`config.mk`:
```
export PLATFORM = sky130hd
export DESIGN_NAME = multicycle_control_unit
export DESIGN_NICKNAME = d
export VERILOG_FILES = /design/src/rtl/arm_ctrl_pkg.sv /design/src/rtl/multicycle_control_unit_cond_check.sv /design/src/rtl/multicycle_control_unit.sv
export SDC_FILE = /design/constraint.sdc
export NUM_CORES = 1
export LEC_CHECK = 0
export ABC_AREA = 1
export BUFFER_PORTS_ARGS = -buffer_cell sky130_fd_sc_hd__buf_2
export CAP_MARGIN = 5
export CORE_MARGIN = 2
export CORE_UTILIZATION = 46
export DETAILED_ROUTE_END_ITERATION = 10
export GPL_TIMING_DRIVEN = 0
export PLACE_DENSITY = 0.79
export SYNTH_ARGS = -nofsm -noshare
export SYNTH_HDL_FRONTEND = slang
export SYNTH_SLANG_ARGS = --single-unit
```
`constraint.sdc`:
```
create_clock -name clk -period 1.53 [get_ports clk]
set_input_delay 0.153 -clock clk [delete_from_list [all_inputs] [get_ports clk]]
set_output_delay 0.153 -clock clk [all_outputs]
set_load 0.1 [all_outputs]
```
`src/rtl/arm_ctrl_pkg.sv`:
```
// ---------------------------------------------------------------------------
// arm_ctrl_pkg
// Shared definitions for the multicycle ARMv4-subset control unit:
//   state_t  - FSM states of the control sequencer
//   OP_*     - instruction class (Instr[27:26])
//   CMD_*    - data-processing command (funct[4:1])
//   ALU_*    - ALUControl codes (zero-extended to the port width)
//   cond_t   - ARM condition field encodings EQ..AL plus the reserved 1111
// Helper functions decode the command field into support / ALU code / C,V
// update behaviour.
// ---------------------------------------------------------------------------
package arm_ctrl_pkg;

    typedef enum logic [3:0] {
        FETCH,
        DECODE,
        MEMADR,
        MEMRD,
        MEMWB,
        MEMWR,
        EXECR,
        EXECI,
        ALUWB,
        BRANCH
    } state_t;

    localparam logic [1:0] OP_DP  = 2'b00;
    localparam logic [1:0] OP_MEM = 2'b01;
    localparam logic [1:0] OP_BR  = 2'b10;
    localparam logic [1:0] OP_UND = 2'b11;

    localparam logic [3:0] CMD_AND = 4'b0000;
    localparam logic [3:0] CMD_SUB = 4'b0010;
    localparam logic [3:0] CMD_ADD = 4'b0100;
    localparam logic [3:0] CMD_CMP = 4'b1010;
    localparam logic [3:0] CMD_ORR = 4'b1100;

    localparam logic [1:0] ALU_ADD = 2'd0;
    localparam logic [1:0] ALU_SUB = 2'd1;
    localparam logic [1:0] ALU_AND = 2'd2;
    localparam logic [1:0] ALU_ORR = 2'd3;

    typedef enum logic [3:0] {
        COND_EQ, COND_NE, COND_CS, COND_CC,
        COND_MI, COND_PL, COND_VS, COND_VC,
        COND_HI, COND_LS, COND_GE, COND_LT,
        COND_GT, COND_LE, COND_AL, COND_NV
    } cond_t;

    function automatic logic cmd_supported(input logic [3:0] cmd);
        logic ok;
        ok = (cmd == CMD_ADD) || (cmd == CMD_SUB) || (cmd == CMD_CMP) ||
             (cmd == CMD_AND) || (cmd == CMD_ORR);
        return ok;
    endfunction

    function automatic logic [1:0] cmd_alu(input logic [3:0] cmd);
        logic [1:0] code;
        case (cmd)
            CMD_SUB, CMD_CMP: code = ALU_SUB;
            CMD_AND:          code = ALU_AND;
            CMD_ORR:          code = ALU_ORR;
            default:          code = ALU_ADD;
        endcase
        return code;
    endfunction

    // Logical ops leave C and V untouched; only arithmetic ops produce them.
    function automatic logic cmd_sets_cv(input logic [3:0] cmd);
        logic sets;
        sets = (cmd == CMD_ADD) || (cmd == CMD_SUB) || (cmd == CMD_CMP);
        return sets;
    endfunction

endpackage

```
`src/rtl/multicycle_control_unit_cond_check.sv`:
```
// ---------------------------------------------------------------------------
// cond_check
// Combinational ARM condition evaluation.
//   cond_i  [3:0]  condition field Instr[31:28]
//   flags_i [3:0]  {N,Z,C,V} flag register
//   ok_o           1 when the instruction should execute (1111 never does)
// ---------------------------------------------------------------------------
module cond_check
    import arm_ctrl_pkg::*;
(
    input  logic [3:0] cond_i,
    input  logic [3:0] flags_i,
    output logic       ok_o
);

    logic n, z, c, v;
    assign {n, z, c, v} = flags_i;

    // NOTE: combinational blocks use blocking '=' and give every output a
    //       default first, so no path can leave it unassigned (no latch).
    always_comb begin
        ok_o = 1'b0;
        case (cond_t'(cond_i))
            COND_EQ: ok_o = z;
            COND_NE: ok_o = ~z;
            COND_CS: ok_o = c;
            COND_CC: ok_o = ~c;
            COND_MI: ok_o = n;
            COND_PL: ok_o = ~n;
            COND_VS: ok_o = v;
            COND_VC: ok_o = ~v;
            COND_HI: ok_o = c & ~z;
            COND_LS: ok_o = ~c | z;
            COND_GE: ok_o = (n == v);
            COND_LT: ok_o = (n != v);
            COND_GT: ok_o = ~z & (n == v);
            COND_LE: ok_o = z | (n != v);
            COND_AL: ok_o = 1'b1;
            default: ok_o = 1'b0;
        endcase
    end

endmodule

```
`src/rtl/multicycle_control_unit.sv`:
```
// ---------------------------------------------------------------------------
// multicycle_control_unit
// FSM sequencer for a multicycle ARMv4-subset datapath sharing one memory and
// one ALU. Holds the NZCV flag register, evaluates the condition field once
// per instruction in DECODE and drives all datapath muxes and enables.
//   clk, reset  rising-edge clock, synchronous active-high reset
//   Instr       latched instruction bits [31:12]
//   ALUFlags    {N,Z,C,V} from the ALU in the current cycle
//   MemReady    memory completes its access this cycle
//   PCWrite, IRWrite, MemWrite, RegWrite  write strobes (0 during reset)
//   AdrSrc, ResultSrc, ALUSrcA, ALUSrcB, ImmSrc, RegSrc, ALUControl
//               datapath mux selects and ALU operation
//   Undef       one-cycle pulse in DECODE for an undefined instruction
// ---------------------------------------------------------------------------
module multicycle_control_unit
    import arm_ctrl_pkg::*;
#(
    parameter int ALUCTRL_W     = 4,
    parameter bit MEM_HANDSHAKE = 1'b1
) (
    input  logic                 clk,
    input  logic                 reset,
    input  logic [31:12]         Instr,
    input  logic [3:0]           ALUFlags,
    input  logic                 MemReady,
    output logic                 PCWrite,
    output logic                 AdrSrc,
    output logic                 MemWrite,
    output logic                 IRWrite,
    output logic [1:0]           ResultSrc,
    output logic                 ALUSrcA,
    output logic [1:0]           ALUSrcB,
    output logic [1:0]           ImmSrc,
    output logic [1:0]           RegSrc,
    output logic                 RegWrite,
    output logic [ALUCTRL_W-1:0] ALUControl,
    output logic                 Undef
);

    state_t     state_q, state_d;
    logic [3:0] flags_q, flags_d;
    logic       cond_ok_q, cond_ok_d;

    logic [1:0] op;
    logic [5:0] funct;
    logic [3:0] cmd;
    logic [3:0] rd;
    logic       i_bit, s_bit, l_bit;
    logic       is_cmp;
    logic       undef_op;
    logic       mem_rdy;
    logic       cond_pass;
    logic       unused_rn;

    assign op     = Instr[27:26];
    assign funct  = Instr[25:20];
    assign cmd    = funct[4:1];
    assign i_bit  = funct[5];
    assign s_bit  = funct[0];
    assign l_bit  = funct[0];
    assign rd     = Instr[15:12];
    assign is_cmp = (cmd == CMD_CMP);

    // Rn is routed straight to the register file by the datapath.
    assign unused_rn = ^Instr[19:16];

    assign undef_op = (op == OP_UND) || ((op == OP_DP) && !cmd_supported(cmd));
    assign mem_rdy  = MEM_HANDSHAKE ? MemReady : 1'b1;

    cond_check u_cond_check (
        .cond_i  (Instr[31:28]),
        .flags_i (flags_q),
        .ok_o    (cond_pass)
    );

    // NOTE: state is updated only with non-blocking '<=' so every register
    //       samples the pre-edge values regardless of statement order.
    always_ff @(posedge clk) begin
        if (reset) begin
            state_q   <= FETCH;
            flags_q   <= 4'b0000;
            cond_ok_q <= 1'b0;
        end else begin
            state_q   <= state_d;
            flags_q   <= flags_d;
            cond_ok_q <= cond_ok_d;
        end
    end

    always_comb begin
        state_d   = state_q;
        flags_d   = flags_q;
        cond_ok_d = cond_ok_q;
        case (state_q)
            FETCH: begin
                if (mem_rdy) state_d = DECODE;
            end
            DECODE: begin
                cond_ok_d = cond_pass;
                if (!cond_pass || undef_op) begin
                    state_d = FETCH;
                end else begin
                    case (op)
                        OP_MEM:  state_d = MEMADR;
                        OP_DP:   state_d = i_bit ? EXECI : EXECR;
                        OP_BR:   state_d = BRANCH;
                        default: state_d = FETCH;
                    endcase
                end
            end
            MEMADR: state_d = l_bit ? MEMRD : MEMWR;
            MEMRD: begin
                if (mem_rdy) state_d = MEMWB;
            end
            MEMWR: begin
                if (mem_rdy) state_d = FETCH;
            end
            EXECR, EXECI: begin
                state_d = ALUWB;
                // CMP updates flags even without S; C/V only come from add/sub.
                if (cond_ok_q && (s_bit || is_cmp)) begin
                    flags_d[3:2] = ALUFlags[3:2];
                    if (cmd_sets_cv(cmd)) flags_d[1:0] = ALUFlags[1:0];
                end
            end
            MEMWB, ALUWB, BRANCH: state_d = FETCH;
            default: state_d = FETCH;
        endcase
    end

    always_comb begin
        PCWrite    = 1'b0;
        AdrSrc     = 1'b0;
        MemWrite   = 1'b0;
        IRWrite    = 1'b0;
        ResultSrc  = 2'b00;
        ALUSrcA    = 1'b0;
        ALUSrcB    = 2'b00;
        ImmSrc     = op;
        RegSrc     = 2'b00;
        RegWrite   = 1'b0;
        ALUControl = ALUCTRL_W'(ALU_ADD);
        Undef      = 1'b0;
        case (state_q)
            FETCH: begin
                ALUSrcA   = 1'b1;
                ALUSrcB   = 2'b10;
                ResultSrc = 2'b10;
                IRWrite   = mem_rdy;
                PCWrite   = mem_rdy;
            end
            DECODE: begin
                ALUSrcA   = 1'b1;
                ALUSrcB   = 2'b10;
                RegSrc[0] = 1'b1;
                RegSrc[1] = (op == OP_MEM) && !l_bit;
                Undef     = undef_op;
            end
            MEMADR: begin
                ALUSrcB = 2'b01;
            end
            MEMRD: begin
                AdrSrc = 1'b1;
            end
            MEMWB: begin
                ResultSrc = 2'b01;
                RegWrite  = cond_ok_q;
            end
            MEMWR: begin
                AdrSrc   = 1'b1;
                MemWrite = cond_ok_q;
            end
            EXECR, EXECI: begin
                ALUSrcB    = (state_q == EXECI) ? 2'b01 : 2'b00;
                ALUControl = ALUCTRL_W'(cmd_alu(cmd));
            end
            ALUWB: begin
                RegWrite = cond_ok_q && !is_cmp;
                PCWrite  = cond_ok_q && !is_cmp && (rd == 4'd15);
            end
            BRANCH: begin
                ALUSrcB   = 2'b01;
                ResultSrc = 2'b10;
                RegSrc[0] = 1'b1;
                PCWrite   = cond_ok_q;
            end
            default: ;
        endcase
        // Reset aborts whatever is in flight without letting a write escape.
        if (reset) begin
            PCWrite  = 1'b0;
            IRWrite  = 1'b0;
            MemWrite = 1'b0;
            RegWrite = 1'b0;
        end
    end

endmodule

```
==> results, run 1 <==
- The count of buffers added on input and output ports is 38.
- The placeable core area is 1962 um^2.
- The kind of end point of the critical path is an output pin.
- The worst register-to-register path ends at cond_ok_q.
- Of the available clock period, the critical path in the final layout requires 1.122.
- The CTS sink count is 9.
- The reported max-cap violation count is 0.
- For the worst setup path, the data arrival time is 1.56 ns.
- Setup repair after global routing could not meet its margin everywhere.
- The depth of the worst register-to-register path is 10.
- The overall overflow remaining after global route is 0.
- The floorplan step defined a die boundary enclosing 2468 um^2.
- The starting utilization of the core area is 0.4892.
- In this run the number of cells on the critical path is 6.
- Hold is met by 0.1739 ns.
- The floorplan has 16 rows.
- The cell with the largest stage delay on the worst path is sky130_fd_sc_hd__dfxtp_4.
- In the final layout, the share of cells above drive strength 1 is 0.4753.
- The final-report setup violation count is 5.
- The worst hold path belongs to the class in2reg.
- The required time at the worst-slack endpoint is 1.38 ns.
- TritonCTS created 3 clock buffers.
- The H-tree level count is 1.
- The overall die height is 49.68 um.
- The number of nets in the final layout is 251.
- IR analysis of the VDD net gives a maximum drop of 619.0 uV.
- The initial antenna violation count is 0.
- In this run the worst path has a maximum fanout of 3.
- The clock arrives with 0.002997 ns of skew.
- The count of mapped cells out of synthesis is 172.
- The number of design rule violations left after detail routing is 0.
- Clock tree synthesis selected as its root buffer the cell sky130_fd_sc_hd__clkbuf_4.
- For this design the ratio of total power to cell area is 589.2 nW/um^2.
- On the worst path, the slowest cell contributes a delay of 0.37 ns.
- 0 antenna diodes ended up in the layout.
- The number of pins exceeding their max-slew limit in the final report is 0.
- The maximum clock rate is 582.8 MHz.
- The hold violation count in the final report is 0.
- The hold path startpoint is ALUFlags[0].
- The cell family contributing the most delay on the critical path is flip-flops.
- The first-pass iteration count of the detailed router is 4.
- Together, buffers and inverters on the worst path number 1.
- The number of stages on the worst hold path is 3.
- Walking the worst path, the cells encountered are nor2_4 > nand4_1 > o21ai_2 > nand2_2 > a21oi_4 > buf_12.
- The clock transition time at the flip-flop clock pins of the worst setup and hold paths is 0.06 ns.
- The share of synthesized area in the top cell type comes to 0.1877.
- The first global-routing pass estimated 4871 um of wire.
- The flow ran to the end, but the final reports show violations.
- Summing every instance area after synthesis gives 959.7 um^2.
- The number of global-route vias before repair is 1164.
- The worst setup path is of the reg2out kind.
- The largest total area in the synthesized netlist belongs to sky130_fd_sc_hd__dfxtp_1.
- The time the worst path needs with I/O delays and setup is 1.716 ns.
- The synthesis-stage register bit count is 9.
- The via count of the routed design is 1324.
- The number of hold buffers added after CTS was 0.
- The cell leakage power is 0.7744 nW.
- Leaving out filler cells and counting taps, the final layout contains 250.
- The final reports fail on negative setup slack.
- The endpoint of the worst hold-timing path is flags_q[0].
- The detail-routed via count per cell is 5.296.
- The leading cell type in the layout, fill and taps excluded is sky130_fd_sc_hd__nand2_1.
- The library cells used most frequently in the layout, excluding fill and tap cells, are sky130_fd_sc_hd__nand2_1, sky130_fd_sc_hd__inv_1, sky130_fd_sc_hd__buf_2, sky130_fd_sc_hd__nand3_1, sky130_fd_sc_hd__buf_4.
- For this run, the total global-route usage over all layers was measured as 0.2475.
- In this run the remaining antenna-violating nets after routing total 0.
- Compared with the post-synthesis result, the final layout area differs by 70.80%.
- The horizontal die dimension is 49.68 um.
- The placed wire-length estimate after detailed placement is 2163 um.
- During synthesis, Yosys emitted a total of 0 warnings.
- The wire length per cell is 12.81 um.
- 46 I/O pins were placed.
- The final RePlAce weighted congestion is 0.8842.
- Once placement completed, the tool counted placed cells totaling 238.
- The number of violations reported at the end of detailed-routing iteration 0 is 51.
- The clock passes through at most 2 buffers.
- The sequential fraction of the synthesis area is 0.1877.
- Summed over all layers, the routed wires come to 3202 um.
- TritonCTS built the clock tree.
- The setup check on the worst reg-to-reg path leaves a slack of 0.07 ns.
- Entering global routing, the biggest net connects 10 pins.
- The setup slack after layout is -0.1859 ns.
- The netlist uses 27 different library cells.
- Power comes to 965.8 uW.
- The post-synthesis average cell area is 5.579 um^2.
- The later pin in the worst-skew pair is clocked with a latency of 0.26 ns.
- The critical register-to-register path startpoint is flags_q[3].
- The worst setup path is launched from a register.
- Yosys attributes the largest share of cell area to sky130_fd_sc_hd__dfxtp_1, sky130_fd_sc_hd__nand2_1, sky130_fd_sc_hd__inv_1, sky130_fd_sc_hd__nand3_1, sky130_fd_sc_hd__nor2_1.
-- metal layers --
layer | vias up | routed length [um] | track usage
met4 | 0 | 90 | 0.06944
li1 | 647 | - | -
met3 | 13 | 207 | 0.04242
met5 | - | 0 | 0
met1 | 604 | 1290 | 0.2881
met2 | 60 | 1615 | 0.4578
-- power breakdown --
group          switching (mW)  leakage (nW)  internal [mW]
Combinational           0.366         0.684          0.160
Clock                  0.0859        0.0150          0.101
Sequential             0.0138        0.0756          0.240
Total                   0.465         0.774          0.501
-- worst register-to-register path, delay by kind of cell, from the launching register on --
kind                   cells  cell delay (ns)
AO/OA/AOI/OAI              2             0.17
buffers and inverters      2             0.23
flip-flops                 1             0.34
AND/OR/NAND/NOR            6             0.59
-- worst max path at each step --
stage	startpoint	endpoint	slack, ns
finish	state_q[1]	PCWrite	-0.19
global placement	state_q[0]	PCWrite	-0.22
floorplan	state_q[1]	PCWrite	-0.56
detailed placement	state_q[0]	PCWrite	-0.24
CTS	state_q[1]	PCWrite	-0.09
global route	state_q[1]	PCWrite	-0.24
-- cell type report --
class | count | area (um^2)
multi-input cells | 124 | 817.0
fillers | 126 | 322.8
clock buffers | 4 | 26.28
repair buffers | 46 | 386.6
plain buffers | 6 | 42.54
well taps | 27 | 33.78
flip-flops and latches | 9 | 192.7
inverters | 34 | 140.1
-- state kept, by name, summed over array words and instances, names as in the netlist --
name,cells
flags_q,4
cond_ok_q,1
state_q,4
-- kinds of logic (layout without fill, tap and decap cells) --
| group | count (synthesis) | after routing | synth area share |
|---|---|---|---|
| AND/OR/NAND/NOR | 99 | 99 | 0.4772 |
| flip-flops | 9 | 9 | 0.1877 |
| buffers and inverters | 40 | 90 | 0.1773 |
| AO/OA/AOI/OAI | 23 | 23 | 0.1539 |
| other | 1 | 2 | 0.003908 |
-- per-stage QoR --
stage          utilization  setup slack [ns]  TNS (ns)  cell area [um^2]
2_1_floorplan            -           -0.5649    -3.115              1080
3_3_place_gp        0.6645           -0.2155   -0.6245              1304
3_5_place_dp        0.6645           -0.2368   -0.7684              1304
4_1_cts             0.7806          -0.09075   -0.1460              1531
5_1_grt             0.8355           -0.2449   -0.7765              1639
6_report            0.8355           -0.1859   -0.3866              1639
-- repair_timing --
| item | in CTS | in global routing |
|---|---|---|
| pin swaps | 9 | 5 |
| setup endpoints to repair | 14 | 16 |
| buffers inserted | 6 | 2 |
| resized for setup | 51 | 23 |
-- cells in the mapped netlist (all sizes together) --
| cell type | count |
|---|---|
| nand3b | 1 |
| dfxtp | 9 |
| a21boi | 1 |
| o21ai | 10 |
| or2 | 1 |
| o311ai | 1 |
| buf | 6 |
| nor3 | 5 |
| inv | 34 |
| a21oi | 11 |
| nand2 | 42 |
| conb | 1 |
| nand3 | 19 |
| nor4 | 1 |
| nor2 | 24 |
| nand4 | 6 |
(Power assumes the default switching activity.)
==> run 2: changes to the inputs <==
==> constraint.sdc (replaced) <==
create_clock -name clk -period 1.53 [get_ports clk]
set_input_delay 0.306 -clock clk [delete_from_list [all_inputs] [get_ports clk]]
set_output_delay 0.306 -clock clk [all_outputs]
set_load 0.1 [all_outputs]
==> run 2 against run 1 <==
Synthesized cell count did not move; synthesized area unchanged; the flow now stops in 5_1_grt.
==> results, run 2 <==
- In this run the cell area measured after placement is 1354 um^2.
- The H-tree level count is 1.
- The starting utilization of the core area is 0.4892.
- After the last repair the worst path ends at an output port.
- The commonest cells after synthesis are sky130_fd_sc_hd__nand2_1, sky130_fd_sc_hd__inv_1, sky130_fd_sc_hd__nor2_1.
- The number of buffers inserted by port buffering is 38.
- The flow did not finish.
- In the post-synthesis netlist, the biggest area contributors are sky130_fd_sc_hd__dfxtp_1, sky130_fd_sc_hd__nand2_1, sky130_fd_sc_hd__inv_1, sky130_fd_sc_hd__nand3_1, sky130_fd_sc_hd__nor2_1.
- The final RePlAce weighted congestion is 0.9102.
- The TritonCTS buffer count is 3.
- The count of mapped cells out of synthesis is 172.
- The mapped netlist covers 959.7 um^2.
- The buffer depth of the longest clock path is 2.
- The overall die height is 49.68 um.
- Entering global routing, the biggest net connects 10 pins.
- The post-synthesis average cell area is 5.579 um^2.
- The sequential fraction of the synthesis area is 0.1877.
- For this design, the sink count on the clock tree is 9.
- The flip-flop cell with the highest count after synthesis is sky130_fd_sc_hd__dfxtp_1.
- The count of flip-flops with a built-in enable after synthesis is 0.
- During synthesis, Yosys emitted a total of 0 warnings.
- The area share of the largest cell type after synthesis is 0.1877.
- Row generation in the floorplan step produced 16 rows.
- It got as far as 5_1_grt and failed there.
- Summed over all nets, the half-perimeter wirelength after detailed placement is 2203 um.
- The first error in the log reads "[ERROR DPL-0038] Utilization greater than 100%, impossible to legalize".
- The floorplan step set the die width to 49.68 um.
- The share of synthesized registers carrying an async set or reset is 0.
- The worst-path endpoint after global-route repair_timing is PCWrite.
- After synthesis the netlist holds a flip-flop and latch count of 9.
- The unique cell type count in the Yosys netlist is 27.
- The cell sitting at the root of the clock tree is a sky130_fd_sc_hd__clkbuf_4.
- The leading cell type by number of instances after synthesis is sky130_fd_sc_hd__nand2_1.
- The dominant cell type by area after synthesis is sky130_fd_sc_hd__dfxtp_1.
- 46 I/O pins were placed.
- The number of hold buffers added after CTS was 0.
run 2: timing repair:
item                                    in CTS
endpoints found under the setup margin      15
cloned                                       0
setup buffers                               14
resized for setup                           82
pin swaps                                   15
run 2: kinds of logic after synthesis:
| logic type | Yosys count | share of synthesized area |
|---|---|---|
| compound gates | 23 | 0.1539 |
| buf+inv | 40 | 0.1773 |
| flops | 9 | 0.1877 |
| other cells | 1 | 0.003908 |
| simple gates | 99 | 0.4772 |
run 2: through the flow:
| stage | utilization | TNS, ns | hold slack (ns) | instances | setup slack (ns) |
|---|---|---|---|---|---|
| 3_5_place_dp | 0.6901 | -2.193 | 0.5019 | 238 | -0.4368 |
| 4_1_cts | 0.9005 | -1.410 | 0.3209 | 256 | -0.3106 |
| 3_3_place_gp | 0.6901 | -2.047 | 0.4947 | 238 | -0.4133 |
| 2_1_floorplan | - | -4.529 | 0.3751 | 173 | -0.7178 |
==> run 3: changes to the inputs <==
--- a/config.mk
+++ b/config.mk
@@ -8,11 +8,11 @@
 export ABC_AREA = 1
 export BUFFER_PORTS_ARGS = -buffer_cell sky130_fd_sc_hd__buf_2
 export CAP_MARGIN = 5
-export CORE_MARGIN = 2
-export CORE_UTILIZATION = 46
+export CORE_AREA = 2 2 63 65
 export DETAILED_ROUTE_END_ITERATION = 10
+export DIE_AREA = 0 0 65 67
 export GPL_TIMING_DRIVEN = 0
-export PLACE_DENSITY = 0.79
+export PLACE_DENSITY_LB_ADDON = 0.15
 export SYNTH_ARGS = -nofsm -noshare
 export SYNTH_HDL_FRONTEND = slang
 export SYNTH_SLANG_ARGS = --single-unit
==> run 3 against run 2 <==
The flow now finishes, with violations (negative setup slack).
==> results, run 3 (synthesis results as in run 1) <==
- The run finished, with violations left.
- The final reports fail on negative setup slack.
- Routability-driven placement finished with a final weighted congestion of 0.7682.
- Entering global routing, the biggest net connects 10 pins.
- The total global routing track utilization is 0.1500.
- Clock tree synthesis selected as its root buffer the cell sky130_fd_sc_hd__clkbuf_8.
- The data arrival time of the worst path is 1.46 ns.
- The sort of element at the start of the critical path is a register.
- Once detail routing completed, the nets flagged for antenna violations numbered 0.
- Setup violations remaining at the end of the flow were counted as 11.
- The CTS tree is done.
- In this run the horizontal extent of the chip is 65 um.
- Setup repair after global routing could not meet its margin everywhere.
- STA classifies the critical path endpoint as an output pin.
- For this run, design rule violations remaining after detail routing come to 0.
- For the finished layout, the period the worst path requires is 1.769 ns.
- The hold violation count in the final report is 0.
- For this run the aggregate overflow at the end of global routing stands at 0.
- The wire length of the first global-routing pass is 5099 um.
- The maximum fanout encountered on the critical timing path is 4.
- Clock-pin slew was measured on the worst setup and hold paths at 0.04 ns.
- The setup slack after layout is -0.2386 ns.
- The critical path is of the reg2out type.
- The TritonCTS buffer count is 3.
- The worst hold path belongs to the class in2reg.
- Summed over all nets, the half-perimeter wirelength after detailed placement is 2228 um.
- The fraction of final layout cells sized beyond drive strength 1 is 0.4846.
- In this run the power density over the cells is 611.2 nW/um^2.
- In the final routed layout, each cell accounts on average for 10.79 um.
- The first-pass iteration count of the detailed router is 4.
- 46 I/O pins were placed.
- In the finished design, the share of the clock period the worst path needs comes to 1.156.
- In this run the standard cell core region covers 3606 um^2.
- The critical register-to-register path startpoint is state_q[1].
- Across all layers, the routed design uses 1246 vias.
- The depth of the worst register-to-register path is 10.
- The cell leakage power is 0.8160 nW.
- At the end of the flow, the number of nets in the layout was 255.
- The endpoint identified for the worst register-to-register timing path is state_q[2].
- Across the run, the number of max-cap violations was 0.
- Timing would allow up to 565.4 MHz.
- The later pin in the worst-skew pair is clocked with a latency of 0.23 ns.
- The starting utilization of the core area is 0.2661.
- The worst hold path begins at ALUFlags[2].
- The H-tree level count is 1.
- The detail-routed via count per cell is 4.531.
- The sequential cells in the finished layout cover a total of 192.7 um^2.
- In the final layout, the registers with the most flip-flops are flags_q (4), state_q (4), cond_ok_q (1).
- In this run the vertical extent of the chip is 67 um.
- The worst register-to-register path has a setup slack of 0.12 ns.
- The number of violations reported at the end of detailed-routing iteration 0 is 46.
- The number of global-route vias before repair was 1193.
- The number of filler instances in the final layout is 374.
- The multi-input combinational cells in the finished layout cover a total of 838.3 um^2.
- The number of pins exceeding their max-slew limit in the final report is 0.
- The clock passes through at most 2 buffers.
- Relative to the synthesized area, the layout overhead comes to 85.14%.
- Along the worst hold path, the cell count comes to 3.
- The row count is 22.
- Prior to clock tree synthesis, the placed netlist has a worst setup slack of -0.4633 ns.
- At the worst endpoint, the required time is 1.22 ns.
- The leading cell type in the layout, fill and taps excluded is sky130_fd_sc_hd__nand2_1.
- The library cells used most frequently in the layout, excluding fill and tap cells, are sky130_fd_sc_hd__nand2_1, sky130_fd_sc_hd__inv_1, sky130_fd_sc_hd__buf_2, sky130_fd_sc_hd__buf_4, sky130_fd_sc_hd__nand3_1.
- The number of buffers inserted by port buffering is 38.
- The worst hold path terminates at flags_q[2].
- The worst-case vdd ir drop is 357.1 uV.
- The CTS sink count is 9.
- The total detailed-routing wirelength is 2966 um.
- The worst hold-check slack is 0.3242 ns.
- The floorplan step defined a die boundary enclosing 4355 um^2.
- The initial antenna violation count is 0.
- Across the routed clock network, the largest skew measured is 0.001381 ns.
- The number of antenna diodes is 0.
[run 3: final cells by class]
class                   count  share of cell area
plain buffers               6             0.02394
multi-input cells         124              0.4718
inverters                  34             0.08169
clock buffers               4             0.02535
flip-flops and latches      9              0.1085
well taps                  48             0.03380
repair buffers             50              0.2549
[run 3: worst max-delay path by stage]
stage | startpoint | end | depth (start not counted)
2_1_floorplan | state_q[1] | PCWrite | 7
3_3_place_gp | Instr[23] | PCWrite | 8
3_5_place_dp | Instr[23] | PCWrite | 8
4_1_cts | state_q[1] | PCWrite | 8
5_1_grt | state_q[1] | PCWrite | 8
6_report | state_q[0] | PCWrite | 6
[run 3: timing repair]
item                                    CTS  global route
pin swaps                                12             6
resized for setup                        65             9
endpoints found under the setup margin   15            17
hold buffers                              0             0
setup buffers                            12             0
[run 3: critical path: stages, from the launching register on]
cell,delay [ns]
sky130_fd_sc_hd__dfxtp_4,0.37
sky130_fd_sc_hd__nor2_4,0.13
sky130_fd_sc_hd__nand4_1,0.13
sky130_fd_sc_hd__o21ai_1,0.15
sky130_fd_sc_hd__nand2_1,0.10
sky130_fd_sc_hd__a21oi_4,0.16
sky130_fd_sc_hd__buf_12,0.19
[run 3: stage by stage]
| stage | TNS, ns | util | power [mW] | area [um^2] | cells |
|---|---|---|---|---|---|
| after floorplan | -4.529 | - | 0.6111 | 1130 | 173 |
| after global placement | -2.417 | 0.3827 | 0.7068 | 1380 | 259 |
| after detailed placement | -2.361 | 0.3827 | 0.7047 | 1380 | 259 |
| after CTS | -1.262 | 0.4820 | 1.081 | 1738 | 275 |
| after global routing | -2.067 | 0.4927 | 1.148 | 1777 | 275 |
| final | -1.308 | 0.4927 | 1.086 | 1777 | 275 |
[run 3: where the power goes]
| group | internal [mW] | switching, mW |
|---|---|---|
| clock network | 0.182 | 0.0943 |
| registers | 0.241 | 0.0135 |
| logic | 0.188 | 0.368 |
[run 3: layer usage]
metal	vias to the layer above	wire, um	track usage
li1	647	-	-
met5	-	0	0
met1	559	1328	0.1756
met3	7	141	0.02196
met2	33	1414	0.2629
met4	0	82	0.07979
